[config.mk]
export PLATFORM = sky130hd
export DESIGN_NAME = instruction_fetch
export DESIGN_NICKNAME = d
export VERILOG_FILES = /design/src/rtl/instruction_fetch_pkg.sv /design/src/rtl/instruction_fetch_pc_select.sv /design/src/rtl/instruction_fetch.sv
export SDC_FILE = /design/constraint.sdc
export NUM_CORES = 1
export LEC_CHECK = 0
export CORE_AREA = 4 4 123 125
export CTS_BUF_LIST = sky130_fd_sc_hd__clkbuf_4
export DETAILED_ROUTE_END_ITERATION = 8
export DIE_AREA = 0 0 127 129
export PLACE_DENSITY = 0.79
export SYNTH_ARGS = -nofsm -noshare
export SYNTH_HDL_FRONTEND = slang
export SYNTH_SLANG_ARGS = --single-unit
[constraint.sdc]
create_clock -name clk -period 1.66 [get_ports clk]
set_input_delay 0.332 -clock clk [delete_from_list [all_inputs] [get_ports clk]]
set_output_delay 0.332 -clock clk [all_outputs]
set_load 0.05 [all_outputs]
[src/rtl/instruction_fetch_pkg.sv]
// instruction_fetch_pkg
// Shared constants and types for the instruction-fetch stage: default vector
// addresses, the bubble instruction word, the next-PC select encoding and the
// sequential-PC helper that keeps the kernel bit out of the increment.
package instruction_fetch_pkg;

    localparam logic [31:0] DEFAULT_RESET_VEC = 32'h8000_0000;
    localparam logic [31:0] DEFAULT_IRQ_VEC   = 32'h8000_0004;
    localparam logic [31:0] DEFAULT_EXC_VEC   = 32'h8000_0008;
    localparam logic [31:0] DEFAULT_NOP_WORD  = 32'h0000_0000;

    // Next-PC source, listed lowest to highest priority.
    typedef enum logic [2:0] {
        SEL_SEQ   = 3'd0,
        SEL_HOLD  = 3'd1,
        SEL_REDIR = 3'd2,
        SEL_IRQ   = 3'd3,
        SEL_EXC   = 3'd4
    } pc_sel_t;

    // Bit 31 is the kernel/user bit; only the low 31 bits count and they wrap
    // modulo 2^31, so falling through never changes the mode.
    function automatic logic [31:0] seq_pc(input logic [31:0] pc);
        return {pc[31], pc[30:0] + 31'd4};
    endfunction

endpackage

[src/rtl/instruction_fetch_pc_select.sv]
// pc_select
// Combinational next-PC priority encoder and mux.
// Ports:
//   pc              current PC
//   stall           hold request from the hazard unit
//   redirect        taken branch/jump from a later stage
//   redirect_target raw target byte address
//   redirect_is_jr  register jump: bit 31 of the target is honoured
//   irq, exc        interrupt level / exception request
//   sel             chosen next-PC source
//   next_pc         PC value for the next cycle
//   redirect_pc     effective (aligned, mode-adjusted) redirect target
module pc_select
    import instruction_fetch_pkg::*;
#(
    parameter logic [31:0] IRQ_VEC = DEFAULT_IRQ_VEC,
    parameter logic [31:0] EXC_VEC = DEFAULT_EXC_VEC
) (
    input  logic [31:0] pc,
    input  logic        stall,
    input  logic        redirect,
    input  logic [31:0] redirect_target,
    input  logic        redirect_is_jr,
    input  logic        irq,
    input  logic        exc,
    output pc_sel_t     sel,
    output logic [31:0] next_pc,
    output logic [31:0] redirect_pc
);

    logic [31:0] aligned_target;

    always_comb begin
        // NOTE: every output gets a default first so no path through this block
        // leaves a value unassigned, which would otherwise infer a latch.
        sel            = SEL_SEQ;
        next_pc        = seq_pc(pc);
        aligned_target = redirect_target & 32'hFFFF_FFFC;

        // Plain branches stay in the current mode; only jr may switch it.
        redirect_pc = {redirect_is_jr ? aligned_target[31] : pc[31], aligned_target[30:0]};

        // Interrupts are masked in kernel mode and deferred while stalled;
        // the request is level-sensitive so it is picked up later.
        if (exc) begin
            sel = SEL_EXC;
        end else if (irq && !pc[31] && !stall) begin
            sel = SEL_IRQ;
        end else if (redirect) begin
            sel = SEL_REDIR;
        end else if (stall) begin
            sel = SEL_HOLD;
        end

        case (sel)
            SEL_EXC:   next_pc = EXC_VEC;
            SEL_IRQ:   next_pc = IRQ_VEC;
            SEL_REDIR: next_pc = redirect_pc;
            SEL_HOLD:  next_pc = pc;
            default:   next_pc = seq_pc(pc);
        endcase
    end

endmodule

[src/rtl/instruction_fetch.sv]
// instruction_fetch
// IF stage of the pipelined MIPS core. Owns the PC (bit 31 = kernel mode),
// drives the instruction ROM address, and registers the returned word into
// the IF/ID pipeline register. Handles reset/irq/exception vectoring,
// stall, flush and redirects from later stages.
// Ports:
//   clk, reset        core clock; synchronous active-low reset
//   imem_addr         byte address to ROM (= PC)
//   imem_data         combinational instruction word from ROM
//   stall, flush      hold everything / squash IF/ID
//   redirect*         taken branch/jump and its target
//   irq, exc          interrupt level / exception request
//   if_id_*           IF/ID register: instruction, its PC+4, valid
//   epc_valid, epc    one-cycle write strobe and resume address for $26
//   kernel_mode       PC[31]
module instruction_fetch
    import instruction_fetch_pkg::*;
#(
    parameter logic [31:0] RESET_VEC = DEFAULT_RESET_VEC,
    parameter logic [31:0] IRQ_VEC   = DEFAULT_IRQ_VEC,
    parameter logic [31:0] EXC_VEC   = DEFAULT_EXC_VEC,
    parameter logic [31:0] NOP_WORD  = DEFAULT_NOP_WORD
) (
    input  logic        clk,
    input  logic        reset,
    output logic [31:0] imem_addr,
    input  logic [31:0] imem_data,
    input  logic        stall,
    input  logic        flush,
    input  logic        redirect,
    input  logic [31:0] redirect_target,
    input  logic        redirect_is_jr,
    input  logic        irq,
    input  logic        exc,
    output logic [31:0] if_id_instr,
    output logic [31:0] if_id_pc_plus4,
    output logic        if_id_valid,
    output logic        epc_valid,
    output logic [31:0] epc,
    output logic        kernel_mode
);

    logic [31:0] pc;
    logic [31:0] next_pc;
    logic [31:0] redirect_pc;
    pc_sel_t     sel;

    pc_select #(
        .IRQ_VEC (IRQ_VEC),
        .EXC_VEC (EXC_VEC)
    ) u_pc_select (
        .pc              (pc),
        .stall           (stall),
        .redirect        (redirect),
        .redirect_target (redirect_target),
        .redirect_is_jr  (redirect_is_jr),
        .irq             (irq),
        .exc             (exc),
        .sel             (sel),
        .next_pc         (next_pc),
        .redirect_pc     (redirect_pc)
    );

    assign imem_addr   = pc;
    assign kernel_mode = pc[31];

    // NOTE: sequential state uses non-blocking assignments so every register
    // samples the pre-edge values; reset is checked first inside the clocked
    // block so it overrides any concurrent stall/redirect.
    always_ff @(posedge clk) begin
        if (!reset) begin
            pc             <= RESET_VEC;
            if_id_instr    <= NOP_WORD;
            if_id_pc_plus4 <= 32'h0;
            if_id_valid    <= 1'b0;
            epc_valid      <= 1'b0;
            epc            <= 32'h0;
        end else begin
            pc        <= next_pc;
            epc_valid <= 1'b0;

            // A bubble leaves if_id_pc_plus4 at its previous value.
            case (sel)
                SEL_EXC: begin
                    if_id_instr <= NOP_WORD;
                    if_id_valid <= 1'b0;
                    epc         <= redirect ? redirect_target : pc;
                    epc_valid   <= 1'b1;
                end
                SEL_IRQ: begin
                    // Resume at the instruction that has not issued yet.
                    if_id_instr <= NOP_WORD;
                    if_id_valid <= 1'b0;
                    epc         <= redirect ? redirect_pc : pc;
                    epc_valid   <= 1'b1;
                end
                SEL_REDIR: begin
                    if_id_instr <= NOP_WORD;
                    if_id_valid <= 1'b0;
                end
                SEL_HOLD: begin
                    // A squash still kills the held instruction.
                    if (flush) begin
                        if_id_instr <= NOP_WORD;
                        if_id_valid <= 1'b0;
                    end
                end
                default: begin
                    if (flush) begin
                        if_id_instr <= NOP_WORD;
                        if_id_valid <= 1'b0;
                    end else begin
                        if_id_instr    <= imem_data;
                        if_id_pc_plus4 <= next_pc;
                        if_id_valid    <= 1'b1;
                    end
                end
            endcase
        end
    end

endmodule

==> out/qor.yml <==
run_status:
  outcome: "finished with violations"
  failed_checks: "negative setup slack"
timing:
  setup_viol: 16
  max_slew.worst_pin.slew_ns: 0.394
  min_period_over_period_pct: 103
  layout_min_cycle_time_ns: 1.72
  rsz_0062_raised_after_global_routing: "true"
  final_hold_fails: 0
  slew_headroom_pct: 73.6
  final.setup.worst_slack_ns: -0.0563
  skew_ns: 0.0259
  clock.fmax_mhz: 583
  timing_max_transition_violations_final: 0
place:
  detailed_place_hpwl_um: 14400
  portBuffers: 202
  gpl.final_weighted_congestion: 0.908
  area_after_dpl_mm2: 0.00838
  placed_cells_incl_taps: 1035
hold_path:
  path_category_of_the_worst_min_delay_check: "in -> reg"
  number_of_cells_on_the_worst_hold_path: 4
worst_setup_path:
  critical_path_arrival_ns: 2.20
  crit_path_class: "reg -> reg"
  worst_ep_required_time_ns: 2.14
  reg2reg_depth: 5
  setup.worst_path.start_class: "register"
  critPathMaxFanout: 3
  crit_path_end_kind: "register"
  r2r_setup_slack_ns: -0.06
route:
  routed_via_density: 5.49
  wl_um: 19600
  detail_route.first_pass.iterations: 5
  first_iter_violations: 441
  detail_route.wl_per_cell_um: 18.3
  antenna_violating_nets_post_route: 0
  drc: 0
  dr_total_vias: 5878
finish:
  final-instance-count-excl-fill: 1071
  syn_to_final_growth_pct: 60.0
  fillerInstances: 1115
  seqCellArea_mm2: 0.00267
  final_layout_size_suffix_gt1_share_pct: 36.4
  design_area_mm2: 0.00884
  final_core_util_pct: 63.7
  multi_input_area_mm2: 0.00289
  net_count_reported_at_finish: 950
synth:
  syn-cell-area_mm2: 0.00553
  syn-instance-count: 616
  synthDistinctLibCells: 54
  ys_ff_latch: 130
  ys.flop_type: "sky130_fd_sc_hd__dfxtp_1"
  yosys_warn_count: 0
  avgSynthCellArea_um2: 8.97
  post-synth-top-count-cell: "sky130_fd_sc_hd__dfxtp_1"
  ys_seq_area_share_pct: 47.1
  yosys.area.top_type_share_pct: 47.1
  ys_top_cells_by_area: "sky130_fd_sc_hd__dfxtp_1, sky130_fd_sc_hd__nor2_1, sky130_fd_sc_hd__mux2i_1"
  postSynthNetCount: 689
  async_reset_ff_share_pct: 0
  synth_enable_flop_cells: 0
  synth_top_area_cell: "sky130_fd_sc_hd__dfxtp_1"
  synth_top_cells_by_count: "sky130_fd_sc_hd__dfxtp_1, sky130_fd_sc_hd__nor2_1, sky130_fd_sc_hd__clkbuf_1, sky130_fd_sc_hd__a21oi_1, sky130_fd_sc_hd__a22oi_1"
clock_network:
  clock_path_buffers: 2
  worstSkewPairLatency_ns: 0.55
  clock-root-buffer: "sky130_fd_sc_hd__clkbuf_4"
  clock_tree.htree_level_count: 4
  clock-sinks: 130
  cts-buffers-inserted: 17
  clk_pin_slew_worst_paths_ns: 0.12
  tritoncts: "built"
power_and_ir_drop:
  power_frac_clock_pct: 29.7
  seqPwrFrac_pct: 48.4
  fin_total_pwr_mw: 6.85
  worst_ir_drop_vdd_mv: 0.476
  netSwitchingFraction_pct: 32.9
  pwr_density_cell_mw_per_mm2: 774
  p_int_mw: 4.59
  p_leak_nw: 3.68
  pwr-share-comb_pct: 21.9
  netSwitchingPower_mw: 2.25
grt:
  number_of_global_route_vias_before_repair: 5367
  global_route.overflow_total: 0
  grt_use_total_pct: 22.4
  grt_pass1_wl_um: 28900
  grt_start_max_net_pins: 42
  antenna_found_initial: 1
die:
  core_rows: 43
  initial_cell_density_of_the_core_pct: 39.8
  placeableCoreArea_mm2: 0.0139
  num_io_pins: 203
  die_width_um: 127
  design.die.area_mm2: 0.0164
  dieHeight_um: 129
job:
  maxCapViolCount: 0
-- cell families after synthesis --
kind of cell	synth area share (%)
AO/OA/AOI/OAI	23.3
adder cells (fa/ha/maj)	0.226
buffers and inverters	4.35
XOR/XNOR	3.01
multiplexers	5.43
AND/OR/NAND/NOR	16.6
flip-flops	47.1
-- worst paths after layout --
check / startpoint / end
worst max-delay path: imem_addr[18] / if_id_pc_plus4[24]
worst min register to register: if_id_pc_plus4[3] / if_id_pc_plus4[3]
worst min-delay path: redirect / imem_addr[31]
worst max register to register: imem_addr[18] / if_id_pc_plus4[24]
-- flip-flops by register name, summed over array words and instances, names as in the netlist --
register,count
epc_valid,1
imem_addr,32
if_id_valid,1
if_id_instr,32
if_id_pc_plus4,32
epc,32
-- layer usage --
layer	up-vias	wire, µm	track usage, %
met5	-	0	0
met4	0	620	9.84
met3	50	1840	6.23
met2	302	8780	33.1
met1	2714	8400	30.8
li1	2812	-	-
-- cell usage in the layout, fill, tap and decap left out, types with 28 or more instances in the layout --
cell type | netlist | layout
sky130_fd_sc_hd__a211oi_1 | 31 | 30
sky130_fd_sc_hd__a21oi_1 | 34 | 34
sky130_fd_sc_hd__a22oi_1 | 32 | 32
sky130_fd_sc_hd__buf_12 | 0 | 28
sky130_fd_sc_hd__buf_4 | 1 | 190
sky130_fd_sc_hd__clkdlybuf4s50_1 | 0 | 70
sky130_fd_sc_hd__dfxtp_1 | 130 | 104
sky130_fd_sc_hd__mux2i_1 | 30 | 30
sky130_fd_sc_hd__nor2_1 | 86 | 81
sky130_fd_sc_hd__o21ai_0 | 30 | 29
-- repair_timing --
action,4_1_cts,5_1_grt
buffers inserted,0,2
endpoints found under the setup margin,18,54
pin swaps,2,6
hold buffers,0,0
gates resized for setup,8,31
gates cloned,0,1
-- area by class of cell --
class	instances	share of cell area (%)
antenna	1	0.0283
clock buffer	17	1.44
inverter	5	0.255
clock inverter	15	1.53
multi-input combinational	427	32.7
tap	180	2.55
sequential	130	30.2
timing repair buffer	296	31.3
-- power groups by stage --
| stage | sequential, mW | combinational [mW] | clock [mW] |
|---|---|---|---|
| 2_1_floorplan | 3.79 | 0.383 | 0 |
| 3_3_place_gp | 3.38 | 1.46 | 0 |
| 3_5_place_dp | 3.38 | 1.47 | 0 |
| 4_1_cts | 3.31 | 1.48 | 2.08 |
| 5_1_grt | 3.33 | 1.58 | 2.20 |
| 6_report | 3.31 | 1.50 | 2.03 |
-- per-stage QoR --
stage,TNS (ns),hold WS [ns],setup WS [ns]
5_1_grt,-1.95,0.284,-0.136
3_5_place_dp,-46.87,0.455,-0.483
3_3_place_gp,-41.27,0.445,-0.434
2_1_floorplan,-1.16,0.434,-0.184
6_report,-0.303,0.295,-0.0563
4_1_cts,0,0.249,0.00293
-- critical path: stages, from the launching register on --
cell	delay (ns)
sky130_fd_sc_hd__dfxtp_4	0.37
sky130_fd_sc_hd__nand4_1	0.27
sky130_fd_sc_hd__nor3_1	0.45
sky130_fd_sc_hd__nand3b_1	0.21
sky130_fd_sc_hd__xor2_1	0.20
sky130_fd_sc_hd__a21oi_1	0.15
Note: power is estimated with default switching activity, not from simulation.
